## src/rtl/div_unit.sv

```systemverilog
// Multicycle signed restoring divider for MIPS DIV: quotient to lo, remainder to hi.
// One quotient bit per clock on operand magnitudes, then a single sign-fixup cycle.
//
// state  | meaning
// IDLE   | waiting for start; results held
// CALC   | one restoring-division step per edge, WIDTH edges
// FIX    | apply signs and load hi/lo
// DONE   | done pulse for one cycle, back to IDLE
module div_unit #(
  parameter int WIDTH = 32
) (
  input  logic             clock,
  input  logic             reset,
  input  logic             start,
  input  logic [WIDTH-1:0] a,
  input  logic [WIDTH-1:0] b,
  output logic [WIDTH-1:0] hi,
  output logic [WIDTH-1:0] lo,
  output logic             busy,
  output logic             done,
  output logic             div_zero
);

  localparam int CW = $clog2(WIDTH) + 1;

  localparam logic [1:0] S_IDLE = 2'd0;
  localparam logic [1:0] S_CALC = 2'd1;
  localparam logic [1:0] S_FIX  = 2'd2;
  localparam logic [1:0] S_DONE = 2'd3;

  logic [1:0]       state_q, state_d;
  logic [CW-1:0]    cnt_q, cnt_d;
  logic [WIDTH-1:0] rem_q, rem_d;
  logic [WIDTH-1:0] dq_q, dq_d;
  logic [WIDTH-1:0] dvs_q, dvs_d;
  logic             qneg_q, qneg_d;
  logic             rneg_q, rneg_d;
  logic [WIDTH-1:0] hi_q, hi_d;
  logic [WIDTH-1:0] lo_q, lo_d;
  logic             dz_q, dz_d;
  logic [WIDTH:0]   trial;

  // Shifted partial remainder minus divisor; the extra bit is the borrow/sign.
  assign trial = {rem_q, dq_q[WIDTH-1]} - {1'b0, dvs_q};

  always_comb begin
    state_d = state_q;
    cnt_d   = cnt_q;
    rem_d   = rem_q;
    dq_d    = dq_q;
    dvs_d   = dvs_q;
    qneg_d  = qneg_q;
    rneg_d  = rneg_q;
    hi_d    = hi_q;
    lo_d    = lo_q;
    dz_d    = dz_q;
    case (state_q)
      S_IDLE: begin
        if (start) begin
          if (b == '0) begin
            dz_d    = 1'b1;
            state_d = S_DONE;
          end else begin
            // Negating 0x80..0 wraps back to itself, which is the correct unsigned magnitude.
            dq_d    = a[WIDTH-1] ? -a : a;
            dvs_d   = b[WIDTH-1] ? -b : b;
            qneg_d  = a[WIDTH-1] ^ b[WIDTH-1];
            rneg_d  = a[WIDTH-1];
            rem_d   = '0;
            cnt_d   = CW'(WIDTH);
            dz_d    = 1'b0;
            state_d = S_CALC;
          end
        end
      end
      S_CALC: begin
        if (!trial[WIDTH]) begin
          rem_d = trial[WIDTH-1:0];
          dq_d  = {dq_q[WIDTH-2:0], 1'b1};
        end else begin
          rem_d = {rem_q[WIDTH-2:0], dq_q[WIDTH-1]};
          dq_d  = {dq_q[WIDTH-2:0], 1'b0};
        end
        cnt_d = cnt_q - CW'(1);
        if (cnt_q == CW'(1)) state_d = S_FIX;
      end
      S_FIX: begin
        lo_d    = qneg_q ? -dq_q : dq_q;
        hi_d    = rneg_q ? -rem_q : rem_q;
        state_d = S_DONE;
      end
      default: state_d = S_IDLE;
    endcase
  end

  always_ff @(posedge clock or posedge reset) begin
    if (reset) begin
      state_q <= S_IDLE;
      cnt_q   <= '0;
      rem_q   <= '0;
      dq_q    <= '0;
      dvs_q   <= '0;
      qneg_q  <= 1'b0;
      rneg_q  <= 1'b0;
      hi_q    <= '0;
      lo_q    <= '0;
      dz_q    <= 1'b0;
    end else begin
      state_q <= state_d;
      cnt_q   <= cnt_d;
      rem_q   <= rem_d;
      dq_q    <= dq_d;
      dvs_q   <= dvs_d;
      qneg_q  <= qneg_d;
      rneg_q  <= rneg_d;
      hi_q    <= hi_d;
      lo_q    <= lo_d;
      dz_q    <= dz_d;
    end
  end

  assign hi       = hi_q;
  assign lo       = lo_q;
  assign div_zero = dz_q;
  assign busy     = (state_q == S_CALC) || (state_q == S_FIX);
  assign done     = (state_q == S_DONE);

endmodule

```

## config.mk

```make
export PLATFORM = sky130hd
export DESIGN_NAME = div_unit
export DESIGN_NICKNAME = d
export VERILOG_FILES = /design/src/rtl/div_unit.sv
export SDC_FILE = /design/constraint.sdc
export NUM_CORES = 1
export LEC_CHECK = 0
export BUFFER_PORTS_ARGS = -buffer_cell sky130_fd_sc_hd__buf_2
export CAP_MARGIN = 20
export CORE_MARGIN = 5
export CORE_UTILIZATION = 54
export CTS_CLUSTER_SIZE = 40
export DETAILED_ROUTE_END_ITERATION = 10
export HOLD_SLACK_MARGIN = 0.06
export PLACE_DENSITY_LB_ADDON = 0.12
export SYNTH_ARGS = -nofsm -noshare
export SYNTH_HDL_FRONTEND = slang
export SYNTH_SLANG_ARGS = --single-unit
```

## constraint.sdc

```tcl
create_clock -name clock -period 5.7 [get_ports clock]
set_input_delay 1.14 -clock clock [delete_from_list [all_inputs] [get_ports clock]]
set_output_delay 1.14 -clock clock [all_outputs]
set_load 0.005 [all_outputs]
```

==> impl_metrics.env, run 1 <==
export IMPL_outcome="finished clean"
export IMPL_start_util=0.550
export IMPL_ios=134
export IMPL_rows=52
export IMPL_insertion_delay_ns=0.44
export IMPL_tightest_slew_ns=0.951
export IMPL_synthSimpleGateAreaFrac=0.167
export IMPL_viasPerCell=5.69
export IMPL_synth_most_common_cell="dfrtp_1"
export IMPL_synth_nets=1413
export IMPL_async_reset_ff_frac=1.00
export IMPL_track_usage=0.228
export IMPL_dp_hpwl_um=19200
export IMPL_fin_setup_tns_ns=0
export IMPL_post_cts_buffers=0
export IMPL_cp_max_fo=19
export IMPL_cp_start_kind="input pin"
export IMPL_synth_mux_area_frac=0.0398
export IMPL_ys_warnings_count=0
export IMPL_gp_congestion=0.887
export IMPL_crit_type="input pin to flop"
export IMPL_min_to="div_zero$_DFFE_PP0P_"
export IMPL_cts_resized=0
export IMPL_drc=0
export IMPL_p_leak_uw=0.00564
export IMPL_fp_dieH_um=154
export IMPL_grt_pass1_wl_um=45000
export IMPL_dieArea_um2=23600
export IMPL_synth_top_cells_by_count="dfrtp_1 (171), nor2_1 (143), nand2_1 (135)"
export IMPL_avgSynthCellArea_um2=8.54
export IMPL_area_growth_pct=13.5
export IMPL_hp_class="flop to flop"
export IMPL_routed_wl_um=26900
export IMPL_ctsLongestPathBuffers=2
export IMPL_synth_compound_area_frac=0.201
export IMPL_cts_hold_repair_buffers=0
export IMPL_rsz0062_at_grt="false"
export IMPL_place_area_um2=12000
export IMPL_grt_use_met1=0.319
export IMPL_cts_buffers=17
export IMPL_synth_top_area_frac=0.384
export IMPL_clk_pin_slew_ns=0.07
export IMPL_syn_instance_count=1303
export IMPL_worstReg2RegStart="rem_q[2]$_DFFE_PP0P_"
export IMPL_power_per_cell_area_nw_per_um2=494
export IMPL_worstRegToRegCells=10
export IMPL_cp_data_arrival_time_ns=4.79
export IMPL_seq_area_frac_synth=0.384
export IMPL_drv_slew=0
export IMPL_final_area_um2=12600
export IMPL_min_delay_start="div_zero$_DFFE_PP0P_"
export IMPL_min_period_ns=4.47
export IMPL_nNetsFinal=1510
export IMPL_synth_seq_cells=171
export IMPL_cts_root_buf="clkbuf_16"
export IMPL_synth_top_family_by_area="compound AO/OA/AOI/OAI gates"
export IMPL_yosys_area_top_type="dfrtp_1"
export IMPL_slew_headroom=0.366
export IMPL_synth_main_ff_cell="dfrtp_1"
export IMPL_regToRegSetupSlack_ns=1.69
export IMPL_antenna_found_initial=1
export IMPL_place_port_buffers=133
export IMPL_critPathCaptureType="flop"
export IMPL_setup_viol=0
export IMPL_synth_fa_ha_area_frac=0.0490
export IMPL_use_met2=0.372
export IMPL_drt_initial_drc_count=579
export IMPL_ir_worst_vdd_mv=0.297
export IMPL_wl_per_cell_um=16.0
export IMPL_grt_max_degree=172
export IMPL_synth_edf_count=0
export IMPL_h_tree_depth=4
export IMPL_dr_total_vias=9589
export IMPL_reg2reg_to="hi[29]$_DFFE_PP0P_"
export IMPL_fp_dieW_um=154
export IMPL_firstDrtPassIters=5
export IMPL_ant_nets=0
export IMPL_cts_tree="built"
export IMPL_hold_path_depth=2
export IMPL_grt_pass1_vias=9076
export IMPL_synthTopCellsByArea="dfrtp_1 (38%), xor2_1 (6.2%), o21ai_0 (5.9%), xnor2_1 (5.5%), a21oi_1 (5.2%)"
export IMPL_hold_viol=0
export IMPL_fin_skew_ns=0.0120
export IMPL_clock_fmax_mhz=224
export IMPL_fin_crit_sh=0.785
export IMPL_syn_area_um2=11100
export IMPL_synth_cell_types=63
export IMPL_grt_busiest_layer="met2"
export IMPL_grt_util_met3=0.0371
export IMPL_core_um2=20200
export IMPL_drive_gt1_frac=0.150
export IMPL_drv_cap=0
export IMPL_grt_ovfl_total=0
export IMPL_clkSinkCount=171
export IMPL_required_ns=6.02
export IMPL_synthXorXnorAreaFrac=0.117
[critical path: stages]
cell and delay (ns):
buf_2 0.12, nor4_1 0.49, nand3_1 0.23, or4_1 0.57, or3_1 0.44, or3_1 0.43
nand3_1 0.38, nand2_1 0.53, o221a_2 0.45
[layout make-up]
| type | count | area [um^2] |
|---|---|---|
| multi-input cells | 1011 | 6420 |
| clock buffers | 18 | 439 |
| inverters | 53 | 203 |
| repair buffers | 146 | 776 |
| fillers | 1834 | 7600 |
| flip-flops and latches | 171 | 4280 |
| diodes | 1 | 2.50 |
| clock inverters | 14 | 183 |
| well taps | 270 | 338 |
[per-layer routing]
metal | share of wire | vias up
met5 | 0 | -
met3 | 0.045 | 26
met4 | 0.015 | 0
li1 | - | 4771
met2 | 0.47 | 214
met1 | 0.47 | 4578
[through the flow]
step	util	power, uW	hold WS, ns	setup slack [ns]	instances
detailed placement	0.594	5020	0.480	0.782	1651
global route	0.625	6760	0.524	1.06	1684
finish	0.625	6240	0.489	1.23	1684
CTS	0.624	6290	0.495	1.22	1683
global placement	0.594	4940	0.472	0.903	1651
floorplan	-	4160	0.450	1.58	1303
[report_power, final]
part,internal [uW],switching (uW),leakage (uW)
Sequential,1710,374,0.00210
Clock,714,527,0.000306
Combinational,1210,1690,0.00323
[cells in the final DEF (no fill, tap or decap), types with 3 or more instances in the layout]
master and count:
dfrtp_1 171, nor2_1 143, nand2_1 135, buf_2 133
o21ai_0 132, a21oi_1 114, xor2_1 79, xnor2_1 70
inv_1 51, ha_1 41, o31ai_1 37, mux2i_1 33
or4_1 23, o22ai_1 23, or3_1 20, clkbuf_16 17
nand2b_1 15, o41ai_1 14, nand3_1 14, buf_4 12
nor2b_1 10, mux2_2 10, a21o_1 10, nor4_1 8
or2_2 7, o211ai_1 5, a31oi_1 5, inv_6 5
o21a_1 4, nand4_1 4, and3_1 4, nor3_1 4
o21ai_1 3, or3_4 3, a211o_1 3, a22o_1 3
bufinv_16 3
[state kept, by name, summed over array words and instances, names as in the netlist]
name      cells
lo           32
rneg_q        1
div_zero      1
state_q       2
hi           32
qneg_q        1
dq_q         32
cnt_q         6
rem_q        32
dvs_q        32
[how the worst max path moves through the flow]
stage                     start              endpoint  cells past startpoint
final                      b[3]  dq_q[11]$_DFFE_PP0P_                      9
after global routing       b[3]   dq_q[2]$_DFFE_PP0P_                     10
after CTS                  b[3]  dq_q[11]$_DFFE_PP0P_                      9
after detailed placement   b[3]  dq_q[11]$_DFFE_PP0P_                      9
after global placement     b[3]  dq_q[11]$_DFFE_PP0P_                      9
after floorplan           b[21]  rem_q[0]$_DFFE_PP0P_                     10
[logic make-up after synthesis]
kind of cell / after synthesis
compound gates: 376
buf+inv: 121
simple gates: 400
mux: 43
xor+xnor: 149
fa+ha+maj: 43
flops: 171
No activity file was read; power rests on OpenSTA's default activity.
==> run 2: changes to the inputs <==
CORE_UTILIZATION = 60   (was 54)
clock period = 4.49 ns   (was 5.7 ns; I/O delays follow)
==> impl_metrics.env, run 2 (synthesized netlist as in run 1, its figures left out) <==
export IMPL_min_period_ns=3.97
export IMPL_sequentialPowerShare=0.334
export IMPL_place_port_buffers=133
export IMPL_drc=0
export IMPL_cts_resized=0
export IMPL_dp_hpwl_um=19200
export IMPL_h_tree_depth=4
export IMPL_dr_wl_met2_um=13300
export IMPL_rsz0062_at_grt="false"
export IMPL_cp_data_arrival_time_ns=4.28
export IMPL_firstDrtPassIters=6
export IMPL_drv_slew=0
export IMPL_insertion_delay_ns=0.43
export IMPL_dieArea_um2=21400
export IMPL_final_setup_worst_slack_ns=0.522
export IMPL_pwr_share_clk=0.205
export IMPL_wl_per_cell_um=16.6
export IMPL_routed_wl_um=27300
export IMPL_rows=49
export IMPL_hold_viol=0
export IMPL_drv_cap=0
export IMPL_fin_util=0.701
export IMPL_p_leak_uw=0.00568
export IMPL_wl_met1_um=12100
export IMPL_drt_initial_drc_count=686
export IMPL_critPathCaptureType="flop"
export IMPL_dp_cells=1616
export IMPL_setup_viol=0
export IMPL_switching_share=0.411
export IMPL_nNetsFinal=1516
export IMPL_drive_gt1_frac=0.153
export IMPL_cts_root_buf="clkbuf_16"
export IMPL_ant_nets=0
export IMPL_fp_dieW_um=146
export IMPL_dr_wl_met3_um=1250
export IMPL_start_util=0.615
export IMPL_ctsLongestPathBuffers=2
export IMPL_cts_buffers=17
export IMPL_grt_max_degree=172
export IMPL_grt_pass1_wl_um=45300
export IMPL_tightest_slew_ns=1.01
export IMPL_ir_worst_vdd_mv=0.329
export IMPL_cp_common_cell="or4_1"
export IMPL_hold_ws_ns=0.478
export IMPL_cp_slowest_cell="or4_1"
export IMPL_outcome="finished clean"
export IMPL_max_stage_delay_ns=0.58
export IMPL_cts_hold_repair_buffers=0
export IMPL_mostFrequentLayoutCells="dfrtp_1 (171), nor2_1 (143), nand2_1 (135)"
export IMPL_cts_tree="built"
export IMPL_power_switching_uw=3320
export IMPL_grt_pass1_vias=9274
export IMPL_clk_pin_slew_ns=0.06
export IMPL_required_ns=4.80
export IMPL_antennaDiodeCount=0
export IMPL_crit_family="simple AND/OR/NAND/NOR gates"
export IMPL_post_cts_buffers=0
export IMPL_fin_setup_tns_ns=0
export IMPL_fp_dieH_um=146
export IMPL_dr_total_vias=9684
export IMPL_core_um2=18100
export IMPL_cp_start_kind="flop"
export IMPL_fin_skew_ns=0.00942
export IMPL_top_layer="met4"
export IMPL_viasPerCell=5.88
export IMPL_crit_type="flop to flop"
export IMPL_power_per_cell_area_nw_per_um2=637
export IMPL_power_frac_comb=0.461
export IMPL_hp_class="flop to flop"
export IMPL_p_int_uw=4750
export IMPL_ios=134
export IMPL_crit_chain="or3_1 -> or4_1 -> nand2b_1 -> or4_1 -> or4_1 -> o31a_1 -> a21oi_1 -> nand2_1 -> xnor2_1 -> mux2_2"
export IMPL_fin_crit_sh=0.884
export IMPL_cp_max_fo=6
export IMPL_clock_fmax_mhz=252
export IMPL_grt_ovfl_total=0
export IMPL_antenna_found_initial=0
export IMPL_area_growth_pct=13.9
export IMPL_layout_cells_non_filler=1648
export IMPL_pre_cts_ws_ns=0.339
export IMPL_track_usage=0.252
export IMPL_clkSinkCount=171
export IMPL_path_buf_inv=0
export IMPL_gp_congestion=0.876
export IMPL_slew_headroom=0.330
export IMPL_final_common_cell="dfrtp_1"
## run 2: changes by cell type in the layout (fill, tap and decap cells not counted), sizes merged
| cell | before | now |
|---|---|---|
| buf | 146 | 152 |
| inv | 59 | 56 |
| bufinv | 3 | 5 |
| clkbuf | 18 | 19 |
| diode | 1 | 0 |
## run 2: area by class of cell
class,count,area (um^2)
fillers,1468,5410
clock buffers,19,443
well taps,229,287
clock inverters,13,211
multi-input cells,1011,6420
repair buffers,152,833
inverters,53,203
flip-flops and latches,171,4280
## run 2: layer usage
metal | vias up | track usage
met5 | - | 0
met4 | 0 | 0.0818
met3 | 52 | 0.0335
met2 | 275 | 0.420
met1 | 4559 | 0.342
li1 | 4798 | -
## run 2: final timing paths
kind	startpoint	to	slack (ns)	cells past startpoint
max	rem_q[2]$_DFFE_PP0P_	hi[31]$_DFFE_PP0P_	0.52	10
min	dvs_q[2]$_DFFE_PP0P_	dvs_q[2]$_DFFE_PP0P_	0.48	2
max reg2reg	rem_q[2]$_DFFE_PP0P_	hi[31]$_DFFE_PP0P_	0.52	10
min reg2reg	dvs_q[2]$_DFFE_PP0P_	dvs_q[2]$_DFFE_PP0P_	0.48	2
max in group asynchronous	reset	dvs_q[6]$_DFFE_PP0P_	3.07	3
min in group asynchronous	reset	lo[10]$_DFFE_PP0P_	0.70	3
## run 2: power by group through the flow
stage	logic, uW	registers (uW)	clock network [uW]
floorplan	2720	2560	0
global placement	3580	2680	0
detailed placement	3690	2710	0
CTS	3740	2690	1670
global route	4190	2780	1740
finish	3720	2690	1660
## run 2: through the flow
step           power [uW]  area [um^2]
2_1_floorplan        5280        11100
5_1_grt              8710        12700
6_report             8070        12700
4_1_cts              8100        12700
3_5_place_dp         6400        12000
3_3_place_gp         6260        12000
## run 2: tightest hold or removal path, cell delays in order (launching register included)
cell	delay [ns]
dfrtp_1	0.34
nand2_1	0.04
o21ai_0	0.06
